### src/rtl/slot_spin_sequencer.sv
// slot_spin_sequencer: turns a start-key press into one slot round.
// The round is a debit pulse, three reels spun and then stopped in staggered
// order, and a done/win result pulse.
// Optional build macro SLOT_DEBOUNCE_EN adds a DB_CYCLES-long debounce on the
// synchronised key before the press edge is taken.
module slot_spin_sequencer #(
  parameter int SYM_W      = 2,
  parameter int STEP_DIV   = 4,
  parameter int SPIN_TICKS = 8,
  parameter int STAGGER    = 2
`ifdef SLOT_DEBOUNCE_EN
  , parameter int DB_CYCLES = 16
`endif
) (
  input  logic               clk,
  input  logic               Clear_b,
  input  logic               start_n,
  input  logic               credit_ok,
  output logic               spin_req,
  output logic               busy,
  output logic [3*SYM_W-1:0] reels,
  output logic               done,
  output logic               win
);

  localparam int PW = $clog2(STEP_DIV);
  localparam int TW = $clog2(SPIN_TICKS + STAGGER + 1);
  localparam logic [PW-1:0]    PS_LAST   = PW'(STEP_DIV - 1);
  localparam logic [PW-1:0]    PS_ONE    = PW'(1);
  localparam logic [TW-1:0]    SPIN_LAST = TW'(SPIN_TICKS - 1);
  localparam logic [TW-1:0]    STAG_LAST = TW'(STAGGER - 1);
  localparam logic [TW-1:0]    T_ONE     = TW'(1);
  localparam logic [SYM_W-1:0] R_ONE     = SYM_W'(1);

  typedef enum logic [2:0] {IDLE, SPIN, STOP_A, STOP_B, EVAL} state_t;

  state_t           state_q;
  logic             sync1_q, sync2_q;
  logic             key_lvl;
  logic             key_prev_q, press_q;
  logic [PW-1:0]    presc_q, presc_d;
  logic [TW-1:0]    tick_cnt_q;
  logic [SYM_W-1:0] a_q, b_q, c_q, a_d, b_d, c_d;
  logic             spin_req_q, busy_q, done_q, win_q;
  logic             tick;

  // Two-flop synchroniser for the asynchronous start key
  always_ff @(posedge clk or negedge Clear_b) begin
    if (!Clear_b) begin
      sync1_q <= 1'b1;
      sync2_q <= 1'b1;
    end else begin
      sync1_q <= start_n;
      sync2_q <= sync1_q;
    end
  end

`ifdef SLOT_DEBOUNCE_EN
  localparam int DW = $clog2(DB_CYCLES + 1);
  logic [DW-1:0] db_cnt_q;
  logic          db_lvl_q;

  // Debounced level flips only after DB_CYCLES consecutive opposite samples
  always_ff @(posedge clk or negedge Clear_b) begin
    if (!Clear_b) begin
      db_cnt_q <= '0;
      db_lvl_q <= 1'b1;
    end else if (sync2_q == db_lvl_q) begin
      db_cnt_q <= '0;
    end else if (db_cnt_q == DW'(DB_CYCLES - 1)) begin
      db_cnt_q <= '0;
      db_lvl_q <= sync2_q;
    end else begin
      db_cnt_q <= db_cnt_q + DW'(1);
    end
  end

  assign key_lvl = db_lvl_q;
`else
  assign key_lvl = sync2_q;
`endif

  // Registered falling-edge detect: one pulse per press, holding never re-fires
  always_ff @(posedge clk or negedge Clear_b) begin
    if (!Clear_b) begin
      key_prev_q <= 1'b1;
      press_q    <= 1'b0;
    end else begin
      key_prev_q <= key_lvl;
      press_q    <= key_prev_q & ~key_lvl;
    end
  end

  assign presc_d = (presc_q == PS_LAST) ? '0 : presc_q + PS_ONE;
  assign tick    = (state_q inside {SPIN, STOP_A, STOP_B}) && (presc_q == PS_LAST);

  // Reel next values: a reel advances on a tick only while it is still running
  always_comb begin
    a_d = a_q;
    b_d = b_q;
    c_d = c_q;
    if (tick) begin
      if (state_q == SPIN)                       a_d = a_q + R_ONE;
      if (state_q inside {SPIN, STOP_A})         b_d = b_q + R_ONE;
      if (state_q inside {SPIN, STOP_A, STOP_B}) c_d = c_q + R_ONE;
    end
  end

  // Round FSM with registered outputs; pulses default low every cycle
  always_ff @(posedge clk or negedge Clear_b) begin
    if (!Clear_b) begin
      state_q    <= IDLE;
      presc_q    <= '0;
      tick_cnt_q <= '0;
      a_q        <= '0;
      b_q        <= '0;
      c_q        <= '0;
      spin_req_q <= 1'b0;
      busy_q     <= 1'b0;
      done_q     <= 1'b0;
      win_q      <= 1'b0;
    end else begin
      spin_req_q <= 1'b0;
      done_q     <= 1'b0;
      win_q      <= 1'b0;
      a_q        <= a_d;
      b_q        <= b_d;
      c_q        <= c_d;
      unique case (state_q)
        IDLE: begin
          presc_q    <= '0;
          tick_cnt_q <= '0;
          if (press_q && credit_ok) begin
            state_q    <= SPIN;
            spin_req_q <= 1'b1;
            busy_q     <= 1'b1;
          end
        end
        SPIN: begin
          presc_q <= presc_d;
          if (tick) begin
            if (tick_cnt_q == SPIN_LAST) begin
              state_q    <= STOP_A;
              tick_cnt_q <= '0;
            end else begin
              tick_cnt_q <= tick_cnt_q + T_ONE;
            end
          end
        end
        STOP_A: begin
          presc_q <= presc_d;
          if (tick) begin
            if (tick_cnt_q == STAG_LAST) begin
              state_q    <= STOP_B;
              tick_cnt_q <= '0;
            end else begin
              tick_cnt_q <= tick_cnt_q + T_ONE;
            end
          end
        end
        STOP_B: begin
          presc_q <= presc_d;
          if (tick) begin
            if (tick_cnt_q == STAG_LAST) begin
              state_q    <= EVAL;
              tick_cnt_q <= '0;
              done_q     <= 1'b1;
              win_q      <= (a_d == b_d) && (b_d == c_d);
            end else begin
              tick_cnt_q <= tick_cnt_q + T_ONE;
            end
          end
        end
        EVAL: begin
          // Clear the prescaler here so a round started right after is aligned
          state_q <= IDLE;
          busy_q  <= 1'b0;
          presc_q <= '0;
        end
        default: begin
          state_q <= IDLE;
          busy_q  <= 1'b0;
        end
      endcase
    end
  end

  assign spin_req = spin_req_q;
  assign busy     = busy_q;
  assign reels    = {a_q, b_q, c_q};
  assign done     = done_q;
  assign win      = win_q;

endmodule

### config.mk
export PLATFORM = sky130hd
export DESIGN_NAME = slot_spin_sequencer
export DESIGN_NICKNAME = d
export VERILOG_FILES = /design/src/rtl/slot_spin_sequencer.sv
export SDC_FILE = /design/constraint.sdc
export NUM_CORES = 1
export LEC_CHECK = 0
export BUFFER_PORTS_ARGS = -buffer_cell sky130_fd_sc_hd__buf_2
export CAP_MARGIN = 20
export CORE_MARGIN = 2
export CORE_UTILIZATION = 41
export DETAILED_ROUTE_END_ITERATION = 8
export SETUP_SLACK_MARGIN = 0.4
export SYNTH_ARGS = -nofsm -noshare
export SYNTH_HDL_FRONTEND = slang
export SYNTH_SLANG_ARGS = --single-unit
### constraint.sdc
create_clock -name clk -period 2 [get_ports clk]
set_input_delay 0.2 -clock clk [delete_from_list [all_inputs] [get_ports clk]]
set_output_delay 0.2 -clock clk [all_outputs]
set_load 0.02 [all_outputs]
==> results of run 1 <==
## per-stage QoR
step	util	instance area (um2)	cells	hold slack (ns)
after CTS	0.528	1320	150	0.149
after global placement	0.479	1200	137	0.196
final	0.538	1350	151	0.173
after detailed placement	0.479	1200	137	0.204
after global routing	0.538	1350	151	0.185
after floorplan	-	1110	95	-0.0956
## synthesized netlist by cell type
library cell  instances  area (um2)
o31ai_1               2        15.0
nand2_4               1        11.3
dfrtp_1              20         500
nor3_1                2        10.0
xnor2_1               2        17.5
inv_1                 5        18.8
dfstp_2               3        78.8
nand3b_1              2        15.0
mux2i_1               1        10.0
and3_2                2        15.0
xor2_1                7        61.3
and2b_2               1        8.76
or2b_1                1        7.51
or3_1                 2        12.5
o21ai_0               5        25.0
or3b_1                1        8.76
a21o_1                1        7.51
nand3_1               3        15.0
nor2_1                5        18.8
nand2_1               8        30.0
and3b_1               1        8.76
a311oi_1              1        8.76
nor2b_1               2        12.5
o21ai_1               1        5.00
nand2b_1              1        6.26
ha_1                  3        37.5
a31oi_1               1        6.26
nor4bb_4              1        25.0
buf_6                 3        33.8
nor4b_4               1        23.8
a22o_2                1        10.0
nor4_1                1        6.26
a21oi_1               4        20.0
## flip-flops by register name (all words and copies together) (netlist names), 2 cells and up
| name | cells |
|---|---|
| tick_cnt_q | 4 |
| state_q | 3 |
| a_q | 2 |
| b_q | 2 |
| c_q | 2 |
| presc_q | 2 |
## power by group through the flow
stage	Clock, uW	Sequential (uW)	Combinational, uW
5_1_grt	238	829	1120
3_5_place_dp	0	818	830
4_1_cts	226	802	973
3_3_place_gp	0	809	817
6_report	211	806	1010
2_1_floorplan	0	855	595
## worst paths after layout
| path | startpoint | to | slack (ns) | depth (start not counted) |
|---|---|---|---|---|
| max in group asynchronous | Clear_b | state_q[1] | 1.24 | 2 |
| worst min register to register | sync1_q | key_lvl | 0.37 | 0 |
| worst min-delay path | credit_ok | spin_req | 0.17 | 3 |
| min in group asynchronous | Clear_b | c_q[0] | 0.38 | 2 |
| worst max-delay path | tick_cnt_q[1] | tick_cnt_q[3] | 0.36 | 7 |
| worst max register to register | tick_cnt_q[1] | tick_cnt_q[3] | 0.36 | 7 |
## cell families (layout without fill, tap and decap cells)
group	Yosys count	after routing	share of synthesized area
AND/OR/NAND/NOR	35	35	0.216
flip-flops	23	23	0.531
AO/OA/AOI/OAI	16	16	0.0894
XOR/XNOR	9	9	0.0723
buffers and inverters	8	34	0.0482
adder cells (fa/ha/maj)	3	3	0.0344
multiplexers	1	1	0.00917
## metal layers
metal  GRT usage  wire length (um)
met3      0.0419                79
met5           0                 0
met2       0.236              1000
met1       0.169               910
met4      0.0453                13
## layout make-up
cell class	instances	area [um2]
fillers	214	1150
flip-flops and latches	23	582
multi-input cells	64	520
repair buffers	25	160
well taps	30	37.5
clock buffers	4	26.3
inverters	5	18.8
## layout by cell type (no fill, tap or decap), types with 2 or more instances in the layout
master          n
nand3_1         2
and3_2          2
buf_2          13
a21oi_1         2
dfstp_2         3
nand2_1         7
nor2_1          4
clkbuf_4        3
nor3_1          2
o21ai_1         2
dfrtp_1        18
xor2_1          6
nand3b_1        2
nor2b_1         2
xnor2_1         2
inv_1           5
o21ai_0         3
dfrtp_2         2
buf_4          10
dlygate4sd3_1   2
## worst max-delay path, cell delays in order, from the launching register on
cell and delay (ns):
dfrtp_1 0.37, inv_1 0.05, ha_2 0.17, nor4bb_4 0.15
or3_4 0.36, a21oi_4 0.16, nand2_2 0.10, o31ai_1 0.21
## what timing repair did
item,in CTS,in global routing
pin swaps,5,1
setup buffers,7,1
gates resized for setup,6,6
endpoints found under the hold margin,21,0
setup endpoints to repair,6,6
hold buffers,2,0
==> out/results.ini, run 1 <==
[pwr]
vdd_ir_drop_max_mv = 0.859
leakage_uw = 0.000606
finalPower_uw = 2030
p_clk_frac = 0.104
p_int_uw = 1190
pwr_density_cell_nw_per_um2 = 1510
p_seq_frac = 0.397
p_switching_uw = 836
pwr-share-comb = 0.499
switching_share = 0.412

[clock_tree]
cts_inserted_buffers = 3
cts.clk_slew.worst_paths_ns = 0.11
clock_latency_ns = 0.31
cts-root-buf = clkbuf_4
cts_tree = yes
clock_sinks = 23
cts_buffer_depth = 2
cts_htree_levels = 1

[timing]
max_slew_margin = 0.601
finClkSkew_ns = 0.0118
setup_violations = 0
setup_ws_ns = 0.359
drv_slew = 0
finalSetupTns_ns = 0
rsz0062_at_grt = true
tightest_slew_ns = 0.592
final.min_clock_period_ns = 1.64
hold_viol = 0
period_share = 0.821
fmaxAchievable_ghz = 0.609

[floorplan]
initial_core_util = 0.436
ios = 14
fp-row-count = 18
core_um2 = 2500
die_h_um = 55.6
dieArea_um2 = 3090
die_w_um = 55.6

[detailed_routing]
firstDrtPassIters = 4
drt-initial-drc-count = 9
drc = 0
wl_per_cell_um = 13.3
ant_nets = 0
vias_per_cell = 5.14
wl_um = 2010
vias = 776

[placement]
place_ws_ns = 0.248
dp_hpwl_um = 1350
port_buffers = 13
gp_congestion = 0.838

[layout]
layout.nets = 129
drive_above_1_share = 0.405
diodes = 0
syn2layout_area_growth_pct = 23.3

[yosys]
ys_seq_elements = 23
syn_area_um2 = 1090
synth_seq_area_share = 0.531
syn_inst = 95
ys_warn_count = 0
syn_nets = 102
synth_area_per_cell_um2 = 11.5
ys_types = 33

[global_routing]
grt_pass1_wl_um = 3420
grt_use_total = 0.139
overflow = 0
grt_max_degree = 24
antenna_found_initial = 0
grt_pass1_vias = 780

[critical_path]
path_max_fanout = 3
arrival_ns = 1.86
startpoint_type = flip-flop
critPathKind = reg2reg
required_ns = 2.21
cp-end-kind = flip-flop

[job]
drv_cap = 0

[hold_path]
hp-class = in2reg

[run_status]
status = completed

Power figures use the tool's default switching activity.
==> run 2, diff against run 1 <==
==> constraint.sdc (replaced) <==
create_clock -name clk -period 1.7 [get_ports clk]
set_input_delay 0.17 -clock clk [delete_from_list [all_inputs] [get_ports clk]]
set_output_delay 0.17 -clock clk [all_outputs]
set_load 0.02 [all_outputs]
==> out/results.ini, run 2 (synthesized netlist as in run 1, its figures left out) <==
[critical_path]
reg2reg_depth = 6  ; -1
path_max_fanout = 3  ; unchanged
critPathKind = reg2reg
crit_slowest_cell = dfrtp_1
required_ns = 1.91  ; -0.30 ns
path_delay_family = simple AND/OR/NAND/NOR gates
cp.depth = 6  ; -1
cp-end-kind = flip-flop
cp_num_buf_inv = 0  ; -1
crit_path_max_incr_delay_ns = 0.42  ; +0.05 ns
arrival_ns = 1.91  ; +0.05 ns
startpoint_type = flip-flop
crit_chain = ha_2 > nor4bb_4 > or3_4 > a21oi_4 > o31ai_2 > a22o_2

[layout]
diodes = 0  ; unchanged
multi_input_comb_area_um2 = 576  ; +11%
largest_register_ffs = 4  ; unchanged
largest-register = tick_cnt_q
seqCellArea_um2 = 579  ; -0.43%
layout_common_cells = 20 x dfrtp_1, 13 x buf_2, 10 x buf_4, 7 x nand2_1, 6 x xor2_1
stdcell_area_um2 = 1420  ; +5.6%
mostFrequentLayoutCell = dfrtp_1
drive_above_1_share = 0.463  ; +0.0585
reg_top3 = tick_cnt_q (4), state_q (3)
layout.nets = 131  ; +1.6%
syn2layout_area_growth_pct = 30.2
fillerInstances = 216  ; +0.93%

[clock_tree]
cts_buffer_depth = 2  ; unchanged
cts.clk_slew.worst_paths_ns = 0.12  ; about the same
cts_tree = yes
cts_inserted_buffers = 3  ; unchanged
cts_htree_levels = 1  ; unchanged
clock_latency_ns = 0.31  ; about the same
cts-root-buf = clkbuf_4
clock_sinks = 23  ; unchanged

[global_routing]
grt_pass1_vias = 789  ; +1.2%
grt_max_degree = 24  ; unchanged
overflow = 0  ; unchanged
antenna_found_initial = 0  ; unchanged
grt_use_total = 0.150  ; +0.0109
grt_pass1_wl_um = 3680  ; +7.7%

[detailed_routing]
drc = 0  ; unchanged
wl_um = 2190  ; +9.2%
ant_nets = 0  ; unchanged
vias = 769  ; -0.90%
wl_per_cell_um = 14.3  ; +7.8%
vias_per_cell = 5.03  ; -2.2%
drt-initial-drc-count = 10  ; +1
firstDrtPassIters = 4  ; unchanged

[placement]
dpl_cell_area_um2 = 1240  ; +3.5%
gp_congestion = 0.759  ; -9.4%
dp_hpwl_um = 1420  ; +4.6%
port_buffers = 13  ; unchanged
place_ws_ns = 0.0470  ; -0.201 ns

[timing]
rsz0062_at_grt = true
final.min_clock_period_ns = 1.70  ; +0.0618 ns
tightest_slew_ns = 0.519  ; -0.0730 ns
drv_slew = 0  ; unchanged
setup_ws_ns = -0.00287  ; -0.362 ns
setup_violations = 1  ; +1
hold_viol = 0  ; unchanged
period_share = 1.00  ; +0.181
finClkSkew_ns = 0.00102  ; -0.0108 ns
max_slew_margin = 0.654  ; +0.0528
fmaxAchievable_ghz = 0.587  ; -3.6%

[job]
drv_cap = 0  ; unchanged

[pwr]
pwr_density_cell_nw_per_um2 = 1810  ; +20%
leakage_uw = 0.000630  ; +3.9%
vdd_ir_drop_max_mv = 1.17  ; +36%

[floorplan]
core_um2 = 2500  ; unchanged
fp-row-count = 18  ; unchanged
dieArea_um2 = 3090  ; unchanged
die_h_um = 55.6  ; unchanged
ios = 14  ; unchanged
initial_core_util = 0.436  ; unchanged
die_w_um = 55.6  ; unchanged

[run_status]
status = complete, but fails checks
violations = setup timing

[hold_path]
hp-class = in2reg
hold_depth = 3  ; unchanged

-- run 2: cell count changes in the layout (fill, tap and decap cells not counted), sizes merged --
cell  delta
buf      +2
-- run 2: worst reg2reg max path, stage by stage (launching register included) --
cell and delay, ns:
dfrtp_1 0.42, ha_2 0.18, nor4bb_4 0.16, or3_4 0.36, a21oi_4 0.17, o31ai_2 0.10, a22o_2 0.21
-- run 2: what timing repair did --
action                     in CTS  in global routing
setup buffers                   3                  2
gates resized for setup         6                 15
hold endpoints to repair       21                  0
setup endpoints to repair      11                 15
hold buffers                    2                  0
pin swaps                       4                  5
-- run 2: final cells by class --
cell class,count,area share
clock buffers,4,0.0185
inverters,5,0.0132
multi-input cells,64,0.405
flip-flops and latches,23,0.408
well taps,30,0.0264
repair buffers,27,0.129
-- run 2: stage by stage --
stage	util	instances	TNS (ns)	hold slack (ns)	power [uW]
4_1_cts	0.536	151	0	0.101	2400
5_1_grt	0.568	153	-0.126	0.0930	2790
2_1_floorplan	-	95	0	-0.126	1720
3_3_place_gp	0.496	142	0	0.164	1990
3_5_place_dp	0.496	142	0	0.179	2040
6_report	0.568	153	-0.00287	0.116	2570
-- run 2: path summary, 6_finish.rpt --
check / start / to / slack (ns)
min in group asynchronous: Clear_b / c_q[0] / 0.35
worst max-delay path: tick_cnt_q[0] / state_q[0] / -0.003
worst min register to register: sync1_q / key_lvl / 0.37
worst min-delay path: credit_ok / spin_req / 0.12
max in group asynchronous: Clear_b / key_lvl / 0.99
worst max register to register: tick_cnt_q[0] / state_q[0] / -0.003
-- run 2: routing by layer --
| metal | global-route usage | vias to the layer above | share of wire | wire, um |
|---|---|---|---|---|
| met4 | 0.0209 | 0 | 0 | 0 |
| met5 | 0 | - | 0 | 0 |
| met1 | 0.186 | 376 | 0.43 | 939 |
| li1 | - | 379 | - | - |
| met3 | 0.0488 | 0 | 0.034 | 75 |
| met2 | 0.262 | 14 | 0.54 | 1170 |
-- run 2: report_power, final --
part           internal, uW  switching, uW  total [uW]
clock                  91.6            161         253
combinational           671            706        1380
sequential              732            212         944
